[src/rtl/fpu_issue.sv]
// CPU-side FPU request initiator: issues a one-hot opcode pulse, waits for the FPU
// result under a watchdog, and hands the buffered result to writeback via valid/ready.
module fpu_issue #(
    parameter int TIMEOUT = 64
) (
    input  logic        sys_clk,
    input  logic        rst,
    input  logic        req_valid,
    output logic        req_ready,
    input  logic [3:0]  req_op,
    input  logic [31:0] req_rs1,
    input  logic [31:0] req_rs2,
    input  logic [4:0]  req_rd,
    output logic [9:0]  fpu_opcode,
    output logic [31:0] fpu_x1,
    output logic [31:0] fpu_x2,
    input  logic [31:0] fpu_y,
    input  logic        fpu_ovf,
    input  logic        fpu_unf,
    input  logic        fpu_out_valid,
    output logic        wb_valid,
    input  logic        wb_ready,
    output logic [4:0]  wb_rd,
    output logic [31:0] wb_data,
    output logic        wb_ovf,
    output logic        wb_unf,
    output logic        wb_err,
    output logic [1:0]  fflags,
    input  logic        fflags_clr
);

    typedef enum logic [1:0] {
        S_IDLE  = 2'd0,
        S_ISSUE = 2'd1,
        S_WAIT  = 2'd2,
        S_RESP  = 2'd3
    } state_t;

    // The counter is cleared in ISSUE, so the WAIT cycle that sees this value is
    // the last one allowed before the watchdog fires.
    localparam logic [7:0] CNT_LAST = 8'(TIMEOUT - 2);

    state_t      state_reg, state_next;
    logic [9:0]  opcode_reg, opcode_next;
    logic [31:0] x1_reg, x1_next;
    logic [31:0] x2_reg, x2_next;
    logic [7:0]  cnt_reg, cnt_next;
    logic        wb_valid_reg, wb_valid_next;
    logic [4:0]  wb_rd_reg, wb_rd_next;
    logic [31:0] wb_data_reg, wb_data_next;
    logic        wb_ovf_reg, wb_ovf_next;
    logic        wb_unf_reg, wb_unf_next;
    logic        wb_err_reg, wb_err_next;
    logic [1:0]  fflags_reg, fflags_next;

    logic [9:0]  op_onehot;
    logic        op_legal;
    logic        capture;

    generate
        for (genvar gi = 0; gi < 10; gi++) begin : g_onehot
            assign op_onehot[gi] = (req_op == 4'(gi));
        end
    endgenerate

    assign op_legal = (req_op < 4'd10);

    always_comb begin
        state_next    = state_reg;
        opcode_next   = '0;
        x1_next       = x1_reg;
        x2_next       = x2_reg;
        cnt_next      = cnt_reg;
        wb_valid_next = wb_valid_reg;
        wb_rd_next    = wb_rd_reg;
        wb_data_next  = wb_data_reg;
        wb_ovf_next   = wb_ovf_reg;
        wb_unf_next   = wb_unf_reg;
        wb_err_next   = wb_err_reg;
        capture       = 1'b0;

        case (state_reg)
            S_IDLE: begin
                if (req_valid) begin
                    wb_rd_next = req_rd;
                    if (op_legal) begin
                        x1_next     = req_rs1;
                        x2_next     = req_rs2;
                        opcode_next = op_onehot;
                        state_next  = S_ISSUE;
                    end else begin
                        wb_data_next  = '0;
                        wb_ovf_next   = 1'b0;
                        wb_unf_next   = 1'b0;
                        wb_err_next   = 1'b1;
                        wb_valid_next = 1'b1;
                        state_next    = S_RESP;
                    end
                end
            end
            S_ISSUE: begin
                cnt_next = '0;
                if (fpu_out_valid) begin
                    capture = 1'b1;
                end else begin
                    state_next = S_WAIT;
                end
            end
            S_WAIT: begin
                cnt_next = cnt_reg + 8'd1;
                if (fpu_out_valid) begin
                    capture = 1'b1;
                end else if (cnt_reg == CNT_LAST) begin
                    wb_data_next  = '0;
                    wb_ovf_next   = 1'b0;
                    wb_unf_next   = 1'b0;
                    wb_err_next   = 1'b1;
                    wb_valid_next = 1'b1;
                    state_next    = S_RESP;
                end
            end
            S_RESP: begin
                if (wb_ready) begin
                    wb_valid_next = 1'b0;
                    state_next    = S_IDLE;
                end
            end
            default: state_next = S_IDLE;
        endcase

        if (capture) begin
            wb_data_next  = fpu_y;
            wb_ovf_next   = fpu_ovf;
            wb_unf_next   = fpu_unf;
            wb_err_next   = 1'b0;
            wb_valid_next = 1'b1;
            state_next    = S_RESP;
        end

        // A clear coinciding with a capture keeps only the freshly captured bits.
        if (capture) begin
            fflags_next = fflags_clr ? {fpu_ovf, fpu_unf}
                                     : (fflags_reg | {fpu_ovf, fpu_unf});
        end else if (fflags_clr) begin
            fflags_next = '0;
        end else begin
            fflags_next = fflags_reg;
        end
    end

    always_ff @(posedge sys_clk) begin
        if (rst) begin
            state_reg    <= S_IDLE;
            opcode_reg   <= '0;
            x1_reg       <= '0;
            x2_reg       <= '0;
            cnt_reg      <= '0;
            wb_valid_reg <= 1'b0;
            wb_rd_reg    <= '0;
            wb_data_reg  <= '0;
            wb_ovf_reg   <= 1'b0;
            wb_unf_reg   <= 1'b0;
            wb_err_reg   <= 1'b0;
            fflags_reg   <= '0;
        end else begin
            state_reg    <= state_next;
            opcode_reg   <= opcode_next;
            x1_reg       <= x1_next;
            x2_reg       <= x2_next;
            cnt_reg      <= cnt_next;
            wb_valid_reg <= wb_valid_next;
            wb_rd_reg    <= wb_rd_next;
            wb_data_reg  <= wb_data_next;
            wb_ovf_reg   <= wb_ovf_next;
            wb_unf_reg   <= wb_unf_next;
            wb_err_reg   <= wb_err_next;
            fflags_reg   <= fflags_next;
        end
    end

    // Gating with rst keeps the FPU from seeing an opcode during the first reset cycle.
    assign fpu_opcode = rst ? 10'd0 : opcode_reg;
    assign req_ready  = (state_reg == S_IDLE);
    assign fpu_x1     = x1_reg;
    assign fpu_x2     = x2_reg;
    assign wb_valid   = wb_valid_reg;
    assign wb_rd      = wb_rd_reg;
    assign wb_data    = wb_data_reg;
    assign wb_ovf     = wb_ovf_reg;
    assign wb_unf     = wb_unf_reg;
    assign wb_err     = wb_err_reg;
    assign fflags     = fflags_reg;

endmodule

[config.mk]
export PLATFORM = sky130hd
export DESIGN_NAME = fpu_issue
export DESIGN_NICKNAME = d
export VERILOG_FILES = /design/src/rtl/fpu_issue.sv
export SDC_FILE = /design/constraint.sdc
export NUM_CORES = 1
export LEC_CHECK = 0
export BUFFER_PORTS_ARGS = -buffer_cell sky130_fd_sc_hd__buf_2
export CAP_MARGIN = 0
export CORE_ASPECT_RATIO = 1.2
export CORE_MARGIN = 10
export CORE_UTILIZATION = 45
export DETAILED_ROUTE_END_ITERATION = 7
export GPL_ROUTABILITY_DRIVEN = 1
export GPL_TIMING_DRIVEN = 0
export PLACE_DENSITY = 0.89
export RECOVER_POWER = 50
export SLEW_MARGIN = 40
export SYNTH_ARGS = -nofsm -noshare
export SYNTH_HDL_FRONTEND = slang
export SYNTH_SLANG_ARGS = --single-unit
[constraint.sdc]
create_clock -name sys_clk -period 2.1 [get_ports sys_clk]
set_input_delay 0 -clock sys_clk [delete_from_list [all_inputs] [get_ports sys_clk]]
set_output_delay 0 -clock sys_clk [all_outputs]
set_load 0.05 [all_outputs]
; Yosys cells after proc, flatten, opt, wreduce, memory -nomap -nowiden
; Cells that the tools add are included.
[word_totals]
output_inout_bits = 118
inputBits = 113
elab_cells = 93
regBits = 127
[classes]
eq_ne = 23
addsub = 1
n_lt_le_gt_ge = 1
mux = 36
reduce_logical = 16
bitwise = 4
[op_table]
columns = operator, n
row1 = two-way mux 32 bit, 5
row2 = case mux 32 bit (2 select lines), 1
row3 = two-way mux 2 bit, 10
row4 = equality test 4 x 3 -> 1 bit (second input constant), 4
row5 = case mux 8 bit (2 select lines), 1
row6 = AND reduction 5 bit, 3
row7 = two-way mux 1 bit, 14
row8 = != test 3 bit (second input constant), 4
row9 = two-way mux 10 bit, 1
row10 = adder 8 x 1 -> 8 bit (second input constant), 1
row11 = equality test 4 x 2 -> 1 bit (second input constant), 2
row12 = equality test 4 bit (second input constant), 2
row13 = equality test 8 x 6 -> 1 bit (second input constant), 1
row14 = != test 2 bit (second input constant), 4
row15 = case mux 2 bit (4 select lines), 1
row16 = != test 3 x 2 -> 1 bit (second input constant), 2
row17 = AND reduction 6 bit, 1
row18 = nonzero test 2 bit, 3
row19 = equality test 2 bit (second input constant), 2
row20 = equality test 4 x 1 -> 1 bit (second input constant), 1
row21 = zero test 4 bit, 1
row22 = < comparator 4 bit (second input constant), 1
row23 = case mux 1 bit (2 select lines), 2
row24 = nonzero test 4 bit, 1
row25 = 10 further kinds, 13

; Depth between registers and ports, before layout
; Gate-level depths: netlist of the first run.
[logic_depth]
ltp_word = 5
ltp_mapped = 8
depth_no_buf = 6

; Worst setup path after synthesis of the first run
; OpenSTA, ideal clock, no wires.
[synth_timing]
kind = register to register
startpoint = register state_reg[0]
endpoint = register x1_reg[10], in the netlist fpu_x1[10]
slack_ps = 77
required_time_ps = 2030
t_arrival_ps = 1952
path_buffers = 2
stages_incl_launch_ff = 9
setup_time_ps = 70
synth_period_minus_slack_ps = 2023
cell_sequence = dfxtp_1 inv_1 ha_1 nand2_2 nor2b_1 buf_2 buf_1 nand2_1 a21oi_1
[synth_between]
elab_chain_cells = 2
[synth_lines]
columns = item, line
row1 = from (decl), 43  ; state_t state_reg, state_next;
row2 = from (signal assigned), 166  ; state_reg <= state_next;
row3 = zero test 2 bit, -
row4 = net req_ready, 9  ; output logic req_ready,
row5 = AND reduction 3 bit (no source line), -
row6 = to (signal assigned), 168  ; x1_reg <= x1_next;
row7 = to (decl), 45  ; logic [31:0] x1_reg, x1_next;
; The timed path passes the listed nets, and every way through them passes these cells.
; A chain may end at the register's enable or synchronous reset.

; Worst setup path in the final report of the first run
[layout_timing]
startpoint = register cnt_reg[0]
endpoint = register wb_data_reg[19], in the netlist wb_data[19]
[layout_between]
elab_chain_cells = 3
[layout_lines]
columns = item, line
row1 = from (decl), 47  ; logic [7:0] cnt_reg, cnt_next;
row2 = from (signal assigned), 170  ; cnt_reg <= cnt_next;
row3 = equality test 8 x 6 -> 1 bit, 113  ; end else if (cnt_reg == CNT_LAST) begin
row4 = != test 3 bit (no source line), -
row5 = AND reduction 5 bit (no source line), -
row6 = to (signal assigned), 173  ; wb_data_reg <= wb_data_next;
row7 = to (decl), 50  ; logic [31:0] wb_data_reg, wb_data_next;
; No other way between the ends.

==> results of run 1 <==
==> final cells by class <==
type / count / area share [%]
Antenna cell: 2 / 0.0666
Multi-Input combinational cell: 343 / 24.9
Inverter: 7 / 0.350
Clock buffer: 22 / 6.18
Buffer: 34 / 2.53
Timing Repair Buffer: 346 / 28.9
Clock inverter: 10 / 1.18
Sequential cell: 127 / 33.9
Tap cell: 126 / 2.10
==> power by group through the flow <==
stage | combinational (W) | clock (W) | sequential (W)
4_1_cts | 0.00316 | 0.00274 | 0.00294
3_3_place_gp | 0.00292 | 0 | 0.00296
2_1_floorplan | 0.00110 | 0 | 0.00409
5_1_grt | 0.00339 | 0.00286 | 0.00301
6_report | 0.00319 | 0.00272 | 0.00299
3_5_place_dp | 0.00296 | 0 | 0.00299
==> per-layer routing <==
metal / up-vias / GRT usage, % / wire length [um]
met5: - / 0 / 0
met4: 0 / 13.1 / 831
met3: 72 / 7.48 / 1460
met2: 282 / 45.6 / 9940
met1: 2413 / 23.7 / 6550
li1: 2476 / - / -
==> timing repair <==
action,CTS,global route
endpoints found under the setup margin,60,93
gates resized for setup,1,31
hold endpoints to repair,115,0
buffers inserted,0,2
pin swaps,0,1
hold buffers,115,0
==> per-stage QoR <==
step | std cells | setup WS, ns | utilization, % | hold slack [ns] | total power (W)
3_3_place_gp | 866 | -0.0336 | 59.1 | 0.209 | 0.00589
5_1_grt | 1017 | 0.00606 | 75.1 | 0.0579 | 0.00927
3_5_place_dp | 866 | -0.118 | 59.1 | 0.215 | 0.00595
2_1_floorplan | 511 | 0.0773 | - | 0.0768 | 0.00519
4_1_cts | 1013 | 0.0000799 | 76.2 | 0.00772 | 0.00884
6_report | 1017 | 0.0916 | 75.1 | 0.0368 | 0.00890
==> Yosys cell counts <==
master            n  area, um^2
a31o_2            1        8.76
buf_1             5        18.8
dfxtp_1         127        2540
o21ai_0           4        20.0
nor2b_1          15        93.8
or3_2             1        7.51
xor2_1            4        35.0
a211oi_4          1        20.0
or3_1             1        6.26
a22o_1           34         298
a221oi_1          1        8.76
and2_2            1        7.51
ha_1              7        87.6
o21ai_2           1        8.76
inv_1             7        26.3
o22ai_2           1        12.5
nand2b_1          4        25.0
and3_1            2        12.5
o2111ai_1         1        8.76
nand4_1           2        12.5
nor4b_1           1        8.76
o21ai_4           1        16.3
clkbuf_8          1        13.8
or4b_4            1        13.8
dlymetal6s2s_1    3        37.5
nand4_4           1        21.3
a21oi_1          78         390
buf_2             3        15.0
a211oi_1          1        7.51
nor4_1            3        18.8
nand3_1           8        40.0
a211o_2           1        10.0
nor3_1            5        25.0
nand2_1         140         526
buf_6             3        33.8
nand2_2           1        6.26
buf_4             1        7.51
clkbuf_1         18        67.6
nor2_1           17        63.8
nand3b_1          2        15.0
a21o_1            2        15.0
==> layout by cell type (no fill, tap or decap), types with 3 or more instances in the layout <==
master         Yosys  layout
buf_4              1       3
inv_1              7       7
nor2b_1           15      15
xor2_1             4       4
nand2b_1           4       4
nand3_1            8       7
clkbuf_2           0      15
buf_6              3       3
clkbuf_1          18     125
a22o_1            34      34
nor2_1            17      17
a21oi_1           78      78
nor4_1             3       3
ha_1               7       6
clkinv_2           0       4
dfxtp_1          127     125
nor3_1             5       4
buf_2              3     120
clkbuf_16          0      17
o21ai_0            4       4
nand2_1          140     140
clkinvlp_4         0       4
dlygate4sd3_1      0     115
clkbuf_8           1       3
==> cells by family (layout without fill, tap and decap cells) <==
kind of cell	Yosys count	count (layout)	share of synthesized area, %
AND/OR/NAND/NOR	205	205	19.6
AO/OA/AOI/OAI	127	127	17.9
flip-flops	127	127	55.1
buffers and inverters	41	419	4.77
adder cells (fa/ha/maj)	7	7	1.90
XOR/XNOR	4	4	0.759
other	0	2	0
==> tightest hold or removal path, cell delays in order <==
cell and delay (ns):
buf_2 0.13, nand3b_1 0.10, nor2_1 0.11, nor4_1 0.06
==> final timing paths <==
path	start	slack, ns	end
max	cnt_reg[0]$_SDFFE_PP0P_	0.09	wb_data[19]$_SDFFE_PP0P_
min reg2reg	fpu_x2[27]$_SDFFE_PP0P_	0.45	fpu_x2[27]$_SDFFE_PP0P_
min	fpu_out_valid	0.04	state_reg[0]$_SDFFE_PP0P_
max reg2reg	cnt_reg[0]$_SDFFE_PP0P_	0.09	wb_data[19]$_SDFFE_PP0P_
==> results.cfg, run 1 <==
[placement]
globalplace.congestion = 0.830
dp.final_hpwl_um = 11100
placed_area_um2 = 5920
port-buffer-count = 229

[cts]
ctsRootBufferMaster = clkbuf_16
clockBufferDepth = 2
h-tree-depth = 4
cts_tree = done
clk_latency_ns = 0.40
cts_sinks = 127
clkTransAtPathRegs_ns = 0.06
cts_buffers = 17

[sta]
slew_viol_final = 0
clock.fmax_mhz = 498
final-setup-viol-count = 0
skew_ns = 0.00711
tightestPinTransition_ns = 0.728
rsz0062_at_grt = no
timing.final.hold_violations = 0
min_period_ns = 2.01
timing.slew.headroom_pct = 51.7
finalSetupTns_ns = 0
fin_crit_sh_pct = 95.6

[synthesis]
ys_warn_count = 0
netlist_area_um2 = 4610
synth_cell_types = 41
syn_area_per_cell_um2 = 9.03
syn_nets = 631
ys_seq_area_share_pct = 55.1
synth_seq_cells = 127
synth_cells = 511

[power_and_ir_drop]
p_sw_share_pct = 39.9
power.density_nw_per_um2 = 1180
clkPwrFrac_pct = 30.6
p_sw_w = 0.00355
ir_drop_mv = 0.752
internal_power_w = 0.00535
seqPwrFrac_pct = 33.6
power.leakage_nw = 3.11
p_comb_share_pct = 35.8

[min_path]
whs_path_depth = 4
min_path_type = input pin to flip-flop

[critical_path]
crit_cells = 7
cp_slowest_cell = or4b_4
worstPathBufferInverterCount = 2
r2r_cells = 7
endpoint_kind = flip-flop
cp_slowest_stage_delay_ns = 0.47
crit_chain = inv_1, ha_1, or4b_4, o21ai_4, a211oi_4, buf_6, a22o_1
cp.required_ns = 2.38
critPathMaxFanout = 10
path_delay_family = compound AO/OA/AOI/OAI gates
critPathArrivalTime_ns = 2.29
critPathKind = flip-flop to flip-flop
start_kind = flip-flop

[floorplan]
start_util_pct = 46.1
die_x_um = 112
core-area_um2 = 10000
die-area_um2 = 14700
num_rows = 40
pin_count = 231
die_h_um = 131

[final_layout]
drive_gt1_share_pct = 21.1
multi_input_area_um2 = 1870
fillers = 717
final_nets = 996
regArea_um2 = 2540
fin_area_um2 = 7520
syn_to_final_growth_pct = 63.0

[status]
status = completed

[global_routing]
antenna_found_initial = 2
grt_pass1_wl_um = 28500
grt_usage_pct = 24.4
first_global_vias = 5467
grt_max_degree = 17
grt_overflow_total = 0

[drt]
wl_um = 18800
vias_per_cell = 5.16
firstDrtPassIters = 6
first_iter_violations = 451
drc_errors = 0
ant_nets = 0
wl_per_cell_um = 18.5
vias = 5243

[run]
cap_viol_max_count = 0
Power figures use the tool's default switching activity.
==> inputs of run 2 (changes only) <==
--- a/config.mk
+++ b/config.mk
@@ -13,8 +13,10 @@
 export DETAILED_ROUTE_END_ITERATION = 7
 export GPL_ROUTABILITY_DRIVEN = 1
 export GPL_TIMING_DRIVEN = 0
+export HOLD_SLACK_MARGIN = 0.05
 export PLACE_DENSITY = 0.89
 export RECOVER_POWER = 50
+export SETUP_SLACK_MARGIN = 0.15
 export SLEW_MARGIN = 40
 export SYNTH_ARGS = -nofsm -noshare
 export SYNTH_HDL_FRONTEND = slang
==> run 2 against run 1 <==
Die area unchanged. Register-to-register slack better by 0.07 ns. Core utilization up 1.7 points. Clock skew up 0.0017 ns. Global-route usage up 0.64 points. Hold slack better by 0.038 ns. First-iteration DRC count down 20%. Sequential share of layout area down 0.67 points. Highest routed layer unchanged.
==> results.cfg, run 2 (same netlist as run 1, synthesis figures left out) <==
[status]
status = completed

[sta]
fin_crit_sh_pct = 92.3
final-setup-viol-count = 0
clock.fmax_mhz = 516
timing.slew.headroom_pct = 53.3
hold_slack_ns = 0.0752
timing.final.hold_violations = 0
slew_viol_final = 0
skew_ns = 0.00882
tightestPinTransition_ns = 0.703
rsz0062_at_grt = no
min_period_ns = 1.94

[drt]
drc_errors = 0
wl_um = 19400
wl_per_cell_um = 18.9
vias_per_cell = 5.10
firstDrtPassIters = 5
vias = 5235
first_iter_violations = 363
ant_nets = 0

[placement]
globalplace.congestion = 0.823
port-buffer-count = 229
place_inst = 866
dp.final_hpwl_um = 11200
placed_area_um2 = 5920

[global_routing]
grt_usage_pct = 25.1
grt_overflow_total = 0
grt_max_degree = 17
antenna_found_initial = 1
grt_pass1_wl_um = 29400
first_global_vias = 5537

[cts]
cts_sinks = 127
cts_tree = done
ctsRootBufferMaster = clkbuf_16
cts_buffers = 17
clockBufferDepth = 2
clkTransAtPathRegs_ns = 0.06
clk_latency_ns = 0.40
h-tree-depth = 4

[critical_path]
r2r-start = state_reg[1]$_SDFFE_PP0P_
cp_slowest_stage_delay_ns = 0.37
critPathKind = flip-flop to flip-flop
cp_slowest_cell = dfxtp_4
cp.required_ns = 2.38
start_kind = flip-flop
endpoint_kind = flip-flop
critPathArrivalTime_ns = 2.22
crit_start = state_reg[1]$_SDFFE_PP0P_
crit_chain = inv_2, ha_1, and2_2, buf_8, nor2b_1, buf_4, dlymetal6s2s_1, buf_12, a22o_1
worstPathBufferInverterCount = 5
path_delay_family = buffers and inverters
critPathMaxFanout = 10

[run]
cap_viol_max_count = 0

[power_and_ir_drop]
power.leakage_nw = 3.20
power.density_nw_per_um2 = 1210
seqPwrFrac_pct = 31.9
p_comb_share_pct = 35.6
clkPwrFrac_pct = 32.4
total_power_w = 0.00933
p_sw_w = 0.00368
internal_power_w = 0.00565
p_sw_share_pct = 39.4
ir_drop_mv = 0.625

[floorplan]
core-area_um2 = 10000
num_rows = 40
pin_count = 231
die_x_um = 112
start_util_pct = 46.1
die_h_um = 131
die-area_um2 = 14700

[final_layout]
drive_gt1_share_pct = 21.9
layout_commonest_cell = nand2_1
most-common-layout-cells = nand2_1 (140), clkbuf_1 (127), dfxtp_1 (123), buf_2 (121), dlygate4sd3_1 (116)
final_nets = 1006
layout.cells.non_filler = 1026
fin_area_um2 = 7690
syn_to_final_growth_pct = 66.7
fillers = 707

[min_path]
min_path_type = input pin to flip-flop
hold_start = req_valid
## run 2: what timing repair did
item | 4_1_cts | 5_1_grt
pin swaps | 1 | 4
buffers inserted | 7 | 3
hold endpoints to repair | 116 | 0
setup endpoints to repair | 90 | 87
hold buffers | 116 | 0
cloned | 0 | 1
gates resized for setup | 11 | 24
## run 2: power by group through the flow
stage / combinational (W) / sequential (W) / clock, W
3_5_place_dp: 0.00297 / 0.00298 / 0
3_3_place_gp: 0.00294 / 0.00296 / 0
2_1_floorplan: 0.00111 / 0.00409 / 0
6_report: 0.00332 / 0.00298 / 0.00303
4_1_cts: 0.00327 / 0.00293 / 0.00304
5_1_grt: 0.00353 / 0.00301 / 0.00317
## run 2: metal layers
| metal | track usage [%] | part of all wire [%] | up-vias |
|---|---|---|---|
| met4 | 12.6 | 4.6 | 0 |
| met2 | 47.0 | 53 | 272 |
| met3 | 8.25 | 7.5 | 85 |
| li1 | - | - | 2484 |
| met5 | 0 | 0 | - |
| met1 | 24.1 | 35 | 2394 |
## run 2: area by class of cell
class,count,area [um^2],area share (%)
Buffer,34,200,2.60
Multi-Input combinational cell,343,1870,24.3
Sequential cell,127,2550,33.2
Clock buffer,17,425,5.53
Antenna cell,1,2.50,0.0325
Clock inverter,15,186,2.42
Timing Repair Buffer,356,2270,29.5
Tap cell,126,158,2.05
Inverter,7,26.3,0.342
## run 2: worst paths after layout
| kind | to | slack (ns) | cells after the start |
|---|---|---|---|
| setup / recovery | wb_data[4]$_SDFFE_PP0P_ | 0.16 | 9 |
| hold / removal | opcode_reg[9]$_SDFF_PP0_ | 0.08 | 3 |
| setup reg to reg | wb_data[4]$_SDFFE_PP0P_ | 0.16 | 9 |
| hold reg to reg | fpu_x1[21]$_SDFFE_PP0P_ | 0.45 | 2 |
## run 2: per-stage QoR
step / setup TNS (ns) / util, % / setup WS [ns]
3_3_place_gp: -2.19 / 59.1 / -0.0481
5_1_grt: 0 / 76.8 / 0.0833
4_1_cts: 0 / 77.8 / 0.131
6_report: 0 / 76.8 / 0.161
2_1_floorplan: 0 / - / 0.272
3_5_place_dp: -1.09 / 59.1 / -0.0814
## run 2: tightest hold or removal path, cell delays in order
cell and delay, ns:
buf_2 0.18, nand2_4 0.17, nor4_1 0.07
==> inputs of run 3 (changes only) <==
--- a/config.mk
+++ b/config.mk
@@ -9,12 +9,12 @@
 export CAP_MARGIN = 0
 export CORE_ASPECT_RATIO = 1.2
 export CORE_MARGIN = 10
-export CORE_UTILIZATION = 45
+export CORE_UTILIZATION = 30
 export DETAILED_ROUTE_END_ITERATION = 7
 export GPL_ROUTABILITY_DRIVEN = 1
 export GPL_TIMING_DRIVEN = 0
 export HOLD_SLACK_MARGIN = 0.05
-export PLACE_DENSITY = 0.89
+export PLACE_DENSITY = 0.66
 export RECOVER_POWER = 50
 export SETUP_SLACK_MARGIN = 0.15
 export SLEW_MARGIN = 40
==> run 3 against run 2 <==
Sequential power about the same. Final cell count up 7.0%. Critical path type unchanged. Wire length down 14%. Core utilization down 26 points. Critical path depth unchanged. Largest power group unchanged. Flip-flop and latch count unchanged. Hold slack better by 0.0034 ns. Total power down 3.3%. Clock power down 4%. Register-to-register slack better by 0.06 ns. Largest cell class unchanged.
==> results.cfg, run 3 (same netlist as run 1, synthesis figures left out) <==
[final_layout]
most-common-layout-cells = nand2_1 (140), clkbuf_1 (128), dfxtp_1 (125), buf_2 (118), dlygate4sd3_1 (116)
fillers = 1394
final_nets = 1000
layout_commonest_cell = nand2_1
syn_to_final_growth_pct = 66.8
drive_gt1_share_pct = 21.1

[placement]
port-buffer-count = 229
dp.final_hpwl_um = 11300
globalplace.congestion = 0.821

[global_routing]
first_global_vias = 4966
grt_max_degree = 17
grt_pass1_wl_um = 25900
grt_usage_pct = 15.5
antenna_found_initial = 2
grt_overflow_total = 0

[sta]
timing.final.hold_violations = 0
min_period_ns = 1.88
timing.slew.headroom_pct = 52.9
finalSetupTns_ns = 0
fin_crit_sh_pct = 89.3
clock.fmax_mhz = 533
rsz0062_at_grt = no
tightestPinTransition_ns = 0.709
final-setup-viol-count = 0
skew_ns = 0.00950
slew_viol_final = 0

[drt]
vias = 4932
drc_errors = 0
first_iter_violations = 186
wl_per_cell_um = 15.1
vias_per_cell = 4.49
wl_um = 16600
ant_nets = 0
firstDrtPassIters = 5

[status]
status = completed

[cts]
clockBufferDepth = 2
cts_buffers = 17
cts_sinks = 127
clkTransAtPathRegs_ns = 0.06
h-tree-depth = 4
cts_tree = done
ctsRootBufferMaster = clkbuf_16
clk_latency_ns = 0.42

[power_and_ir_drop]
seqPwrFrac_pct = 32.7
power.density_nw_per_um2 = 1170
ir_drop_mv = 0.570
internal_power_w = 0.00552
total_power_w = 0.00902
clkPwrFrac_pct = 32.2
p_sw_share_pct = 38.9
p_comb_share_pct = 35.1
p_sw_w = 0.00351
power.leakage_nw = 3.13

[critical_path]
start_kind = flip-flop
critPathArrivalTime_ns = 2.18
worst-r2r-setup-slack_ns = 0.22
critPathMaxFanout = 10
endpoint_kind = flip-flop
critPathKind = flip-flop to flip-flop
cp.required_ns = 2.40

[floorplan]
start_util_pct = 30.7
core-area_um2 = 15000
die_h_um = 156
num_rows = 49
die-area_um2 = 20800
die_x_um = 133
pin_count = 231

[min_path]
min_path_type = input pin to flip-flop

[run]
cap_viol_max_count = 0
-- run 3: cell count changes in the layout (fill, tap and decap cells not counted), sizes merged --
cell | previous run | this run
clkinvlp | 3 | 2
inv | 10 | 8
buf | 138 | 127
bufinv | 3 | 2
clkbuf | 152 | 160
clkinv | 6 | 8
dlymetal6s2s | 1 | 0
-- run 3: area by class of cell --
class | instances | area [um^2] | area share, %
Antenna cell | 1 | 2.50 | 0.0325
Buffer | 34 | 191 | 2.49
Clock buffer | 19 | 453 | 5.89
Clock inverter | 13 | 139 | 1.81
Inverter | 7 | 26.3 | 0.342
Multi-Input combinational cell | 343 | 1870 | 24.2
Sequential cell | 127 | 2550 | 33.1
Tap cell | 204 | 255 | 3.32
Timing Repair Buffer | 350 | 2210 | 28.7
-- run 3: critical path, cell delays in order (launching register included) --
cell      delay, ns
dfxtp_4        0.36
inv_1          0.08
ha_2           0.28
and2_2         0.17
clkbuf_8       0.16
nor2b_1        0.13
buf_4          0.15
clkbuf_2       0.12
buf_12         0.14
a22o_1         0.18
-- run 3: per-layer routing --
metal	up-vias	global-route usage (%)	part of all wire, %
li1	2479	-	-
met1	2238	16.4	40
met2	180	26.1	48
met3	33	7.15	8.6
met4	2	6.95	3.1
met5	-	0	0.042
-- run 3: timing repair --
item / 4_1_cts / 5_1_grt
pin swaps: 1 / 2
setup endpoints to repair: 90 / 91
hold endpoints to repair: 117 / 0
hold buffers: 116 / 0
resized for setup: 16 / 9
buffers inserted: 2 / 3
-- run 3: power by group through the flow --
stage | Combinational [W] | Sequential (W) | Clock [W]
2_1_floorplan | 0.00111 | 0.00409 | 0
3_5_place_dp | 0.00298 | 0.00298 | 0
6_report | 0.00317 | 0.00295 | 0.00290
4_1_cts | 0.00322 | 0.00294 | 0.00298
5_1_grt | 0.00340 | 0.00299 | 0.00309
3_3_place_gp | 0.00298 | 0.00297 | 0
-- run 3: worst paths after layout --
| kind | cells after the start | to | startpoint |
|---|---|---|---|
| hold reg to reg | 2 | fpu_x2[7]$_SDFFE_PP0P_ | fpu_x2[7]$_SDFFE_PP0P_ |
| setup / recovery | 9 | wb_data[6]$_SDFFE_PP0P_ | state_reg[1]$_SDFFE_PP0P_ |
| setup reg to reg | 9 | wb_data[6]$_SDFFE_PP0P_ | state_reg[1]$_SDFFE_PP0P_ |
| hold / removal | 4 | wb_data[26]$_SDFFE_PP0P_ | rst |
-- run 3: through the flow --
step / cell area, um^2 / instances / hold slack, ns / utilization [%] / worst slack [ns]
5_1_grt: 7690 / 1098 / 0.0818 / 51.2 / 0.121
3_5_place_dp: 6020 / 944 / 0.212 / 40.1 / -0.124
4_1_cts: 7820 / 1094 / 0.0584 / 52.1 / 0.152
3_3_place_gp: 6020 / 944 / 0.209 / 40.1 / -0.0729
6_report: 7690 / 1098 / 0.0786 / 51.2 / 0.225
2_1_floorplan: 4620 / 511 / 0.0768 / - / 0.272
